===== config.mk =====
export PLATFORM = sky130hd
export DESIGN_NAME = dmem_unit_flat
export DESIGN_NICKNAME = d
export VERILOG_FILES = /design/src/rtl/dmem_unit_pkg.sv /design/src/rtl/dmem_unit_if.sv /design/src/rtl/dmem_unit_load_align.sv /design/src/rtl/dmem_unit.sv /design/src/flat_wrapper.sv
export SDC_FILE = /design/constraint.sdc
export NUM_CORES = 1
export LEC_CHECK = 0
export ABC_AREA = 1
export BUFFER_PORTS_ARGS = -buffer_cell sky130_fd_sc_hd__buf_2
export CAP_MARGIN = 0
export CORE_MARGIN = 2
export CORE_UTILIZATION = 52
export DETAILED_ROUTE_END_ITERATION = 10
export PLACE_DENSITY = 0.81
export SYNTH_ARGS = -nofsm -noshare
export SYNTH_HDL_FRONTEND = slang
export SYNTH_HIERARCHICAL = 1
export SYNTH_SLANG_ARGS = --single-unit

===== constraint.sdc =====
create_clock -name clk -period 4.11 [get_ports clk]
set_input_delay 0.411 -clock clk [delete_from_list [all_inputs] [get_ports clk]]
set_output_delay 0.411 -clock clk [all_outputs]
set_load 0.05 [all_outputs]

===== src/rtl/dmem_unit_pkg.sv =====
// Shared types for the data-memory unit: core request encodings, FSM states,
// bus request bundle, and the alignment / strobe / lane-replication helpers.
package Bundle;

  typedef enum logic {
    M_XRD = 1'b0,
    M_XWR = 1'b1
  } MemoryWriteSignal;

  typedef enum logic [2:0] {
    MT_X  = 3'd0,
    MT_B  = 3'd1,
    MT_H  = 3'd2,
    MT_W  = 3'd3,
    MT_BU = 3'd5,
    MT_HU = 3'd6
  } MemoryMaskType;

  typedef enum logic [1:0] {
    DM_IDLE,
    DM_REQ,
    DM_WAIT,
    DM_DONE
  } DmemState;

  typedef struct packed {
    logic [31:0] addr;
    logic        we;
    logic [3:0]  wstrb;
    logic [31:0] wdata;
  } BusReq;

  function automatic logic is_aligned(input logic [1:0] lane, input MemoryMaskType typ);
    case (typ)
      MT_B, MT_BU: return 1'b1;
      MT_H, MT_HU: return ~lane[0];
      default:     return (lane == 2'b00);
    endcase
  endfunction

  // Word-aligned bus beat; reads carry no strobes and no write data.
  function automatic BusReq build_bus_req(input logic [31:0] addr, input MemoryWriteSignal fcn,
                                          input MemoryMaskType typ, input logic [31:0] data);
    BusReq r;
    r.addr  = {addr[31:2], 2'b00};
    r.we    = (fcn == M_XWR);
    r.wstrb = '0;
    r.wdata = '0;
    if (r.we) begin
      case (typ)
        MT_B, MT_BU: begin
          r.wstrb = 4'b0001 << addr[1:0];
          r.wdata = {4{data[7:0]}};
        end
        MT_H, MT_HU: begin
          r.wstrb = 4'b0011 << addr[1:0];
          r.wdata = {2{data[15:0]}};
        end
        default: begin
          r.wstrb = 4'b1111;
          r.wdata = data;
        end
      endcase
    end
    return r;
  endfunction

endpackage


===== src/rtl/dmem_unit_if.sv =====
// Shared memory-bus port: request handshake, write fields and read/ack return.
interface dmem_unit_if;
  logic        bus_req_valid;
  logic        bus_req_ready;
  logic [31:0] bus_addr;
  logic        bus_we;
  logic [3:0]  bus_wstrb;
  logic [31:0] bus_wdata;
  logic        bus_resp_valid;
  logic [31:0] bus_rdata;

  modport master (
    output bus_req_valid, bus_addr, bus_we, bus_wstrb, bus_wdata,
    input  bus_req_ready, bus_resp_valid, bus_rdata
  );

  modport slave (
    input  bus_req_valid, bus_addr, bus_we, bus_wstrb, bus_wdata,
    output bus_req_ready, bus_resp_valid, bus_rdata
  );
endinterface


===== src/rtl/dmem_unit_load_align.sv =====
// Load lane extraction: shifts the addressed byte/half down and sign- or
// zero-extends it according to the access type.
module dmem_load_align
  import Bundle::*;
(
  input  logic [31:0]   rdata,
  input  logic [1:0]    addr,
  input  MemoryMaskType typ,
  output logic [31:0]   data
);
  logic [31:0] shifted;

  always_comb begin
    shifted = rdata >> {addr, 3'b000};
    case (typ)
      MT_B:    data = {{24{shifted[7]}}, shifted[7:0]};
      MT_BU:   data = {24'h0, shifted[7:0]};
      MT_H:    data = {{16{shifted[15]}}, shifted[15:0]};
      MT_HU:   data = {16'h0, shifted[15:0]};
      default: data = shifted;
    endcase
  end
endmodule


===== src/rtl/dmem_unit.sv =====
// Blocking data-memory unit: one bus transaction per memory-stage request,
// stalling the core until the load data or store ack returns (or times out).
module dmem_unit
  import Bundle::*;
#(
  parameter int unsigned TIMEOUT = 255
) (
  input  logic             clk,
  input  logic             rst,
  input  logic             req_valid,
  input  logic [31:0]      req_addr,
  input  MemoryWriteSignal req_fcn,
  input  MemoryMaskType    req_typ,
  input  logic [31:0]      req_data,
  output logic             resp_valid,
  output logic [31:0]      resp_data,
  output logic             stall,
  output logic             misaligned,
  output logic             bus_err,
  dmem_unit_if.master      bus
);
  localparam int unsigned CW = $clog2(TIMEOUT + 1);

  DmemState      state_q, state_d;
  BusReq         breq_q, cur_req, out_req;
  logic [1:0]    lane_q;
  MemoryMaskType typ_q;
  logic [CW-1:0] cnt_q;
  logic [31:0]   resp_q, ext_data;
  logic          err_q;
  logic          accept, load_resp, timeout, out_valid, timed_out;

  dmem_load_align u_align (
    .rdata (bus.bus_rdata),
    .addr  (lane_q),
    .typ   (typ_q),
    .data  (ext_data)
  );

  assign cur_req   = build_bus_req(req_addr, req_fcn, req_typ, req_data);
  assign timed_out = (cnt_q >= CW'(TIMEOUT - 1));

  always_ff @(posedge clk or posedge rst) begin
    if (rst) state_q <= DM_IDLE;
    else     state_q <= state_d;
  end

  always_comb begin
    state_d    = state_q;
    accept     = 1'b0;
    load_resp  = 1'b0;
    timeout    = 1'b0;
    out_valid  = 1'b0;
    out_req    = '0;
    stall      = 1'b0;
    misaligned = 1'b0;
    resp_valid = 1'b0;
    case (state_q)
      DM_IDLE: begin
        // The IDLE accept path is combinational from the inputs, so reset must gate it.
        if (req_valid && !rst) begin
          if (is_aligned(req_addr[1:0], req_typ)) begin
            accept    = 1'b1;
            out_valid = 1'b1;
            out_req   = cur_req;
            stall     = 1'b1;
            state_d   = bus.bus_req_ready ? DM_WAIT : DM_REQ;
          end else begin
            misaligned = 1'b1;
          end
        end
      end
      DM_REQ: begin
        out_valid = 1'b1;
        out_req   = breq_q;
        stall     = 1'b1;
        if (bus.bus_req_ready) begin
          state_d = DM_WAIT;
        end else if (timed_out) begin
          timeout = 1'b1;
          state_d = DM_DONE;
        end
      end
      DM_WAIT: begin
        stall = 1'b1;
        if (bus.bus_resp_valid) begin
          load_resp = 1'b1;
          state_d   = DM_DONE;
        end else if (timed_out) begin
          timeout = 1'b1;
          state_d = DM_DONE;
        end
      end
      DM_DONE: begin
        resp_valid = 1'b1;
        state_d    = DM_IDLE;
      end
      default: state_d = DM_IDLE;
    endcase
  end

  always_ff @(posedge clk or posedge rst) begin
    if (rst) begin
      breq_q <= '0;
      lane_q <= '0;
      typ_q  <= MT_X;
      cnt_q  <= '0;
      resp_q <= '0;
      err_q  <= 1'b0;
    end else begin
      if (accept) begin
        breq_q <= cur_req;
        lane_q <= req_addr[1:0];
        typ_q  <= req_typ;
        cnt_q  <= '0;
      end else if ((state_q == DM_REQ || state_q == DM_WAIT) && !timed_out) begin
        cnt_q <= cnt_q + CW'(1);
      end

      if (load_resp) begin
        resp_q <= breq_q.we ? '0 : ext_data;
      end else if (timeout) begin
        resp_q <= '0;
        err_q  <= 1'b1;
      end else if (state_q == DM_DONE) begin
        resp_q <= '0;
        err_q  <= 1'b0;
      end
    end
  end

  assign resp_data         = resp_q;
  assign bus_err           = (state_q == DM_DONE) && err_q;
  assign bus.bus_req_valid = out_valid;
  assign bus.bus_addr      = out_req.addr;
  assign bus.bus_we        = out_req.we;
  assign bus.bus_wstrb     = out_req.wstrb;
  assign bus.bus_wdata     = out_req.wdata;
endmodule


===== src/flat_wrapper.sv =====
// flat-port wrapper written by rule: the top's interface ports become plain ports
module dmem_unit_flat import Bundle::*;
#(
  parameter int unsigned TIMEOUT = 255
)
  (clk, rst, req_valid, req_addr, req_fcn, req_typ, req_data, resp_valid, resp_data, stall, misaligned, bus_err, bus_bus_req_valid, bus_bus_addr, bus_bus_we, bus_bus_wstrb, bus_bus_wdata, bus_bus_req_ready, bus_bus_resp_valid, bus_bus_rdata);
  dmem_unit_if bus_i ();
  input  logic clk;
  input  logic rst;
  input  logic req_valid;
  input  logic [31:0] req_addr;
  input  MemoryWriteSignal req_fcn;
  input  MemoryMaskType req_typ;
  input  logic [31:0] req_data;
  output logic resp_valid;
  output logic [31:0] resp_data;
  output logic stall;
  output logic misaligned;
  output logic bus_err;
  output wire logic [$bits(bus_i.bus_req_valid)-1:0] bus_bus_req_valid;
  output wire logic [$bits(bus_i.bus_addr)-1:0] bus_bus_addr;
  output wire logic [$bits(bus_i.bus_we)-1:0] bus_bus_we;
  output wire logic [$bits(bus_i.bus_wstrb)-1:0] bus_bus_wstrb;
  output wire logic [$bits(bus_i.bus_wdata)-1:0] bus_bus_wdata;
  input wire logic [$bits(bus_i.bus_req_ready)-1:0] bus_bus_req_ready;
  input wire logic [$bits(bus_i.bus_resp_valid)-1:0] bus_bus_resp_valid;
  input wire logic [$bits(bus_i.bus_rdata)-1:0] bus_bus_rdata;
  assign bus_bus_req_valid = bus_i.bus_req_valid;
  assign bus_bus_addr = bus_i.bus_addr;
  assign bus_bus_we = bus_i.bus_we;
  assign bus_bus_wstrb = bus_i.bus_wstrb;
  assign bus_bus_wdata = bus_i.bus_wdata;
  assign bus_i.bus_req_ready = bus_bus_req_ready;
  assign bus_i.bus_resp_valid = bus_bus_resp_valid;
  assign bus_i.bus_rdata = bus_bus_rdata;
  dmem_unit #(.TIMEOUT(TIMEOUT)) u_core (.clk(clk), .rst(rst), .req_valid(req_valid), .req_addr(req_addr), .req_fcn(req_fcn), .req_typ(req_typ), .req_data(req_data), .resp_valid(resp_valid), .resp_data(resp_data), .stall(stall), .misaligned(misaligned), .bus_err(bus_err), .bus(bus_i));
endmodule

==> summary.txt, run 1 <==
Clocking
  – Setup repair bufs after CTS: 0
  – Cts hold-fix bufs: 0
  – Root buf cell: clkbuf_16
  – PostCTS Resize Cnt: 0
  – Maximum clock insertion buffer count: 2
  – Clk sink count: 115
  – Worst-path clk slew: approximately 0.050 ns
  – Clock latency on the worst-skew pair: 0.41 ns
  – CTS tree: yes
  – Inserted Clock Buffers: 17
  – H-Tree Depth: 4

Worst setup path
  – Reg-to-reg startpoint: u_core/state_q[1]
  – Peak per-stage delay on the critical path: between 0.7 and 0.8 ns
  – Worst-path cell chain: buf_2 -> inv_1 -> ha_1 -> nor2_1 -> nand2_4 -> nand4_4 -> buf_4 -> o21ai_0 -> buf_2
  – Reg-to-reg endpoint: u_core/err_q
  – CP max FO: just over 90
  – Required time worst endpoint: 3.70 ns
  – R2R Setup Slk: between 1.5 and 2 ns
  – CP Data Arrival Time: 2.72 ns
  – Crit end category: primary output
  – Setup Crit Path Kind: primary input to primary output
  – CP dominant cell by count: buf_2
  – Worst r2r path cells: 7
  – Worst Setup Start Kind: primary input
  – Worst-path cell with the longest stage delay: buf_4

Synthesis
  – Syn Area/Cell: a little over 7 um^2
  – Mapped Cells: 970
  – Warnings, synthesis: 6
  – Post-synth EDFFs: 0
  – Asr flop ratio synth: 1.00
  – Dominant synthesized flop cell: dfrtp_1
  – Synth Register Bits: between 100 and 150
  – Register area share after synthesis: 0.415
  – Synth cell types: 37
  – Mapped cell area: 6930 um^2

Power
  – Psw: approximately 2.8 mW
  – Peak supply drop: 0.000353 V
  – Lkg Pwr: around 4.9 nW
  – Internal power: approximately 3.4 mW
  – Pwr/cell area: 734 nW/um^2
  – Clock share of power: 0.249
  – Comb pwr share: 0.442
  – Sw Ratio: 0.452
  – Register share of total power: 0.309

Finish
  – Final Net Count: between 1,000 and 1,500
  – Area Growth Syn to Fin: 22.2%
  – Most frequent cells in the layout: nand2_1 (348), buf_2 (208), dfrtp_1 (115), o21ai_0 (89), nand3_1 (87)
  – Multi-input gate area: 3300 um^2
  – Storage cell area: about 2900 um^2
  – Fillers: 1,233
  – Share of layout cells above drive strength 1: 0.268
  – Final core occ: 0.645
  – N_diodes: 0
  – Commonest non-fill, non-tap cell in the layout: nand2_1

STA
  – Hold Vio Cnt, Final: 0
  – Hold slack: between 0.03 and 0.04 ns
  – F_max: between 0.3 and 0.4 GHz
  – Relative max-transition margin: 0.337
  – Worst-Margin Slew: 0.994 ns
  – Final Skew: 0.00482 ns
  – Crit share post-route: 0.761
  – Final setup viols: 0
  – RSZ-0062 raised after global routing: false
  – Slew Limit Fails: 0
  – Final TNS setup: 0 ns
  – Minimum clock period: 3.13 ns

Global routing
  – GRT Resource Usage Total: 0.256
  – GRT overflow: 0
  – Vias in the first global route: around 6,300
  – First-pass GRT wire length: 29.4 mm
  – Initial antenna violation count: 1
  – Largest net degree at the start of global routing: 94

Routing
  – Final antenna-violating net count: 0
  – Vias/cell: 5.20
  – Residual DRC: 0
  – Routed vias: 6,948
  – Mean routed wirelength per cell: 13.6 um
  – Pre-antenna DRT Iters: 6
  – 1st-iter DRT viols: 626
  – Routed wire length: 18.2 mm

Floorplanning
  – Core area: 13,100 um^2
  – Die width: 119 um
  – Ports: around 210
  – Die ar.: 14,300 um^2
  – Initial core utilization: 0.528
  – Die height: roughly 120 um
  – # rows: 42

Flow run
  – Max Cap Viol: 0

Min path
  – Hold Crit Class: primary input to async pin

Placed design
  – IO buf count: 208
  – Placer congestion estimate: 0.927
  – Hpwl dp: around 13 mm

Run status
  – Status: finished clean
sequential cells by signal (all words and copies together), names as in the netlist:
name and cells:
u_core/typ_q 3, u_core/cnt_q 8, u_core/state_q 2, u_core/breq_q 67, u_core/lane_q 2, u_core/resp_data 32
u_core/err_q 1
routing by layer:
| metal | up-vias | part of all wire | global-route usage |
|---|---|---|---|
| met3 | 34 | 0.078 | 0.0690 |
| met1 | 3201 | 0.42 | 0.325 |
| met5 | - | 0.00071 | 0 |
| met2 | 286 | 0.48 | 0.421 |
| met4 | 2 | 0.020 | 0.0919 |
| li1 | 3425 | - | - |
critical path, delay by kind of cell:
family,cells,cell delay [ns]
buf+inv,4,1.13
fa+ha+maj,1,0.46
simple gates,3,0.45
compound gates,1,0.22
worst max path at each step:
stage,endpoint,cells after the start,slack [ns],start
6_report,bus_bus_addr[9],9,0.98,req_typ[0]
5_1_grt,bus_bus_addr[12],9,0.78,req_typ[0]
4_1_cts,bus_bus_addr[9],9,0.99,req_typ[0]
3_5_place_dp,bus_bus_addr[8],9,1.04,req_typ[0]
3_3_place_gp,bus_bus_addr[22],9,1.12,req_typ[0]
2_1_floorplan,u_core/breq_q[0],1,0.65,rst
cells in the mapped netlist (2+ instances only):
cell	number	area share
a21oi_1	14	0.010
a21oi_2	6	0.0076
buf_2	9	0.0065
buf_4	8	0.0087
buf_6	17	0.028
buf_8	2	0.0043
clkbuf_1	19	0.010
clkbuf_2	2	0.0014
dfrtp_1	115	0.42
ha_1	9	0.016
inv_1	84	0.045
inv_2	6	0.0032
nand2_1	348	0.19
nand2_2	19	0.017
nand2_4	2	0.0032
nand3_1	87	0.063
nand3_2	2	0.0029
nand4_1	4	0.0036
nor2_1	68	0.037
nor2_2	2	0.0018
o211ai_1	6	0.0065
o21ai_0	89	0.064
o21ai_1	19	0.014
o21ai_2	19	0.024
xor2_1	2	0.0025
logic make-up after synthesis:
kind of cell,synth area share
AOI/OAI and AO/OA,0.127
xor gates and xnor gates,0.00379
adders and majority gates,0.0162
buffers and inverters,0.110
DFF,0.415
other,0.000541
and+or+nand+nor,0.327
cell type report:
type                            count  area share
Tap cell                          176      0.0260
Inverter                           92      0.0414
Timing Repair Buffer              215       0.129
Clock inverter                     13      0.0219
Clock buffer                       18      0.0519
Multi-Input combinational cell    706       0.390
Sequential cell                   115       0.340
power groups by stage:
| stage | sequential (mW) | combinational, mW | clock [mW] |
|---|---|---|---|
| detailed placement | 1.93 | 2.74 | 0 |
| global placement | 1.91 | 2.68 | 0 |
| global route | 1.98 | 3.04 | 1.64 |
| CTS | 1.92 | 2.75 | 1.58 |
| finish | 1.92 | 2.75 | 1.55 |
| floorplan | 2.19 | 1.95 | 0 |
metrics by stage:
stage	std cells	cell area, um^2	worst slack, ns	power, mW
6_report	1335	8470	0.982	6.22
5_1_grt	1335	8470	0.782	6.66
4_1_cts	1335	8470	0.991	6.25
2_1_floorplan	971	6940	0.655	4.13
3_3_place_gp	1304	7850	1.12	4.59
3_5_place_dp	1304	7850	1.04	4.67
(Power assumes the default switching activity.)
==> run 2, diff against run 1 <==
Settings changed: CORE_UTILIZATION 52 to 47, PLACE_DENSITY 0.81 to 0.77.
Clock period 4.11 ns to 2.8 ns, I/O delays scaled along.
==> run 2 against run 1 <==
Sequential share of layout area fell by 0.40 points. Count of clock-buffer cells in the layout rose by 8. Clock power up 39%. First-iteration DRC count rose by 0.32%.
==> summary.txt, run 2 (same netlist as run 1, synthesis figures left out) <==
Floorplanning
  – Ports: roughly 210
  – Die height: 125 um
  – Die width: 125 um
  – Core area: about 14,000 um^2
  – # rows: 44
  – Initial core utilization: 0.479
  – Die ar.: 15,700 um^2

Clocking
  – CTS tree: yes
  – Setup repair bufs after CTS: 0
  – Root buf cell: clkbuf_16
  – Clock latency on the worst-skew pair: 0.41 ns
  – Clk sink count: 115
  – Inserted Clock Buffers: 17
  – Maximum clock insertion buffer count: 2
  – H-Tree Depth: 4
  – Worst-path clk slew: around 0.050 ns

Routing
  – Met3 WL: 1.28 mm
  – DR WL met2: 8.71 mm
  – Mean routed wirelength per cell: 13.6 um
  – Vias/cell: 5.11
  – Routed vias: 6,908
  – Top Layer Used: met4
  – Pre-antenna DRT Iters: 6
  – Final antenna-violating net count: 0
  – Residual DRC: 0
  – Routed wire length: 18.5 mm
  – 1st-iter DRT viols: roughly 630
  – Met1 Wirelength: 8.16 mm

Finish
  – Share of layout cells above drive strength 1: 0.273
  – Max reg flops: 67
  – Area Growth Syn to Fin: 23.6%
  – Top reg by flops: u_core/breq_q
  – Commonest non-fill, non-tap cell in the layout: nand2_1
  – Most frequent cells in the layout: nand2_1 (348), buf_2 (208), dfrtp_1 (115), o21ai_0 (89), nand3_1 (87)
  – Final Net Count: 1,272
  – Fillers: 1,355
  – N_diodes: 0
  – Fin area: 8570 um^2

STA
  – RSZ-0062 raised after global routing: false
  – Final TNS setup: 0 ns
  – F_max: 0.377 GHz
  – Worst-Margin Slew: 0.849 ns
  – Minimum clock period: around 2.7 ns
  – Crit share post-route: 0.948
  – Final Skew: 0.00857 ns
  – Relative max-transition margin: 0.433
  – Hold Vio Cnt, Final: 0
  – Final setup viols: 0
  – Hold slack: between 0.06 and 0.07 ns
  – Slew Limit Fails: 0

Global routing
  – GRT Resource Usage Total: 0.235
  – Largest net degree at the start of global routing: 119
  – Vias in the first global route: 6,183
  – First-pass GRT wire length: 30.1 mm
  – GRT overflow: 0
  – Initial antenna violation count: 0

Worst setup path
  – CP max FO: 19
  – Crit end category: primary output
  – Required time worst endpoint: 2.52 ns
  – Setup Crit Path Kind: flop to primary output
  – Worst Setup Start Kind: flop
  – R2R Setup Slk: 0.68 ns
  – Reg-to-reg startpoint: u_core/state_q[1]
  – CP Data Arrival Time: 2.37 ns
  – Worst Setup SP: u_core/state_q[0]

Power
  – Lkg Pwr: 4.99 nW
  – Pwr/cell area: ~1100 nW/um^2
  – Overall Power: 9.07 mW
  – Peak supply drop: 0.000630 V

Flow run
  – Max Cap Viol: 0

Min path
  – Hold Crit Class: primary input to async pin

Run status
  – Status: finished clean

Placed design
  – Placer congestion estimate: about 0.89
  – IO buf count: 208
  – Placed inst area: approximately 8000 um^2
  – Hpwl dp: 13.2 mm
==> run 2: cell count changes in the layout (fill, tap and decap cells not counted), sizes merged <==
cell | previous run | this run
buf | 215 | 226
clkbuf | 18 | 26
clkinv | 8 | 4
bufinv | 4 | 2
inv | 91 | 89
clkinvlp | 2 | 1
==> run 2: final cells by class <==
| class | instances | area, um^2 | area share |
|---|---|---|---|
| Sequential cell | 115 | 2880 | 0.336 |
| Timing Repair Buffer | 226 | 1210 | 0.142 |
| Tap cell | 184 | 230 | 0.0269 |
| Clock inverter | 4 | 70.1 | 0.00818 |
| Inverter | 92 | 353 | 0.0412 |
| Clock buffer | 26 | 519 | 0.0606 |
| Multi-Input combinational cell | 706 | 3310 | 0.386 |
==> run 2: path summary, 6_finish.rpt <==
| check | cells past startpoint | end |
|---|---|---|
| worst max-delay path | 8 | bus_bus_wdata[5] |
| worst min-delay path | 2 | u_core/breq_q[35] |
| worst max register to register | 9 | u_core/resp_data[5] |
| worst min register to register | 2 | u_core/breq_q[16] |
| max in group asynchronous | 3 | u_core/breq_q[34] |
| min in group clk | 3 | u_core/typ_q[2] |
==> run 2: critical path, stage by stage, from the launching register on <==
cell and delay [ns]:
dfrtp_1 0.42, inv_1 0.12, ha_2 0.28, nand4_4 0.15
buf_4 0.19, nor2_8 0.28, nand2_1 0.13, nand2_1 0.12
buf_2 0.27
==> run 2: per-stage QoR <==
stage / worst slack, ns / instances / utilization
floorplan: 0.104 / 971 / -
global placement: 0.425 / 1323 / 0.551
detailed placement: 0.425 / 1323 / 0.551
CTS: 0.0482 / 1353 / 0.592
global route: 0.0236 / 1353 / 0.592
finish: 0.146 / 1353 / 0.592
==> run 2: repair_timing <==
action / in CTS / in global routing
hold buffers: 0 / 0
resized for setup: 0 / 2
setup endpoints to repair: 0 / 29
==> run 2: per-layer routing <==
layer | up-vias | track usage
met1 | 3172 | 0.317
met2 | 269 | 0.376
li1 | 3439 | -
met5 | - | 0
met3 | 28 | 0.0595
met4 | 0 | 0.0706
==> run 2: power by group <==
group	switching (mW)	internal, mW	leakage, nW
clock	0.724	1.44	0.292
combinational	2.96	1.20	3.21
sequential	0.399	2.35	1.49
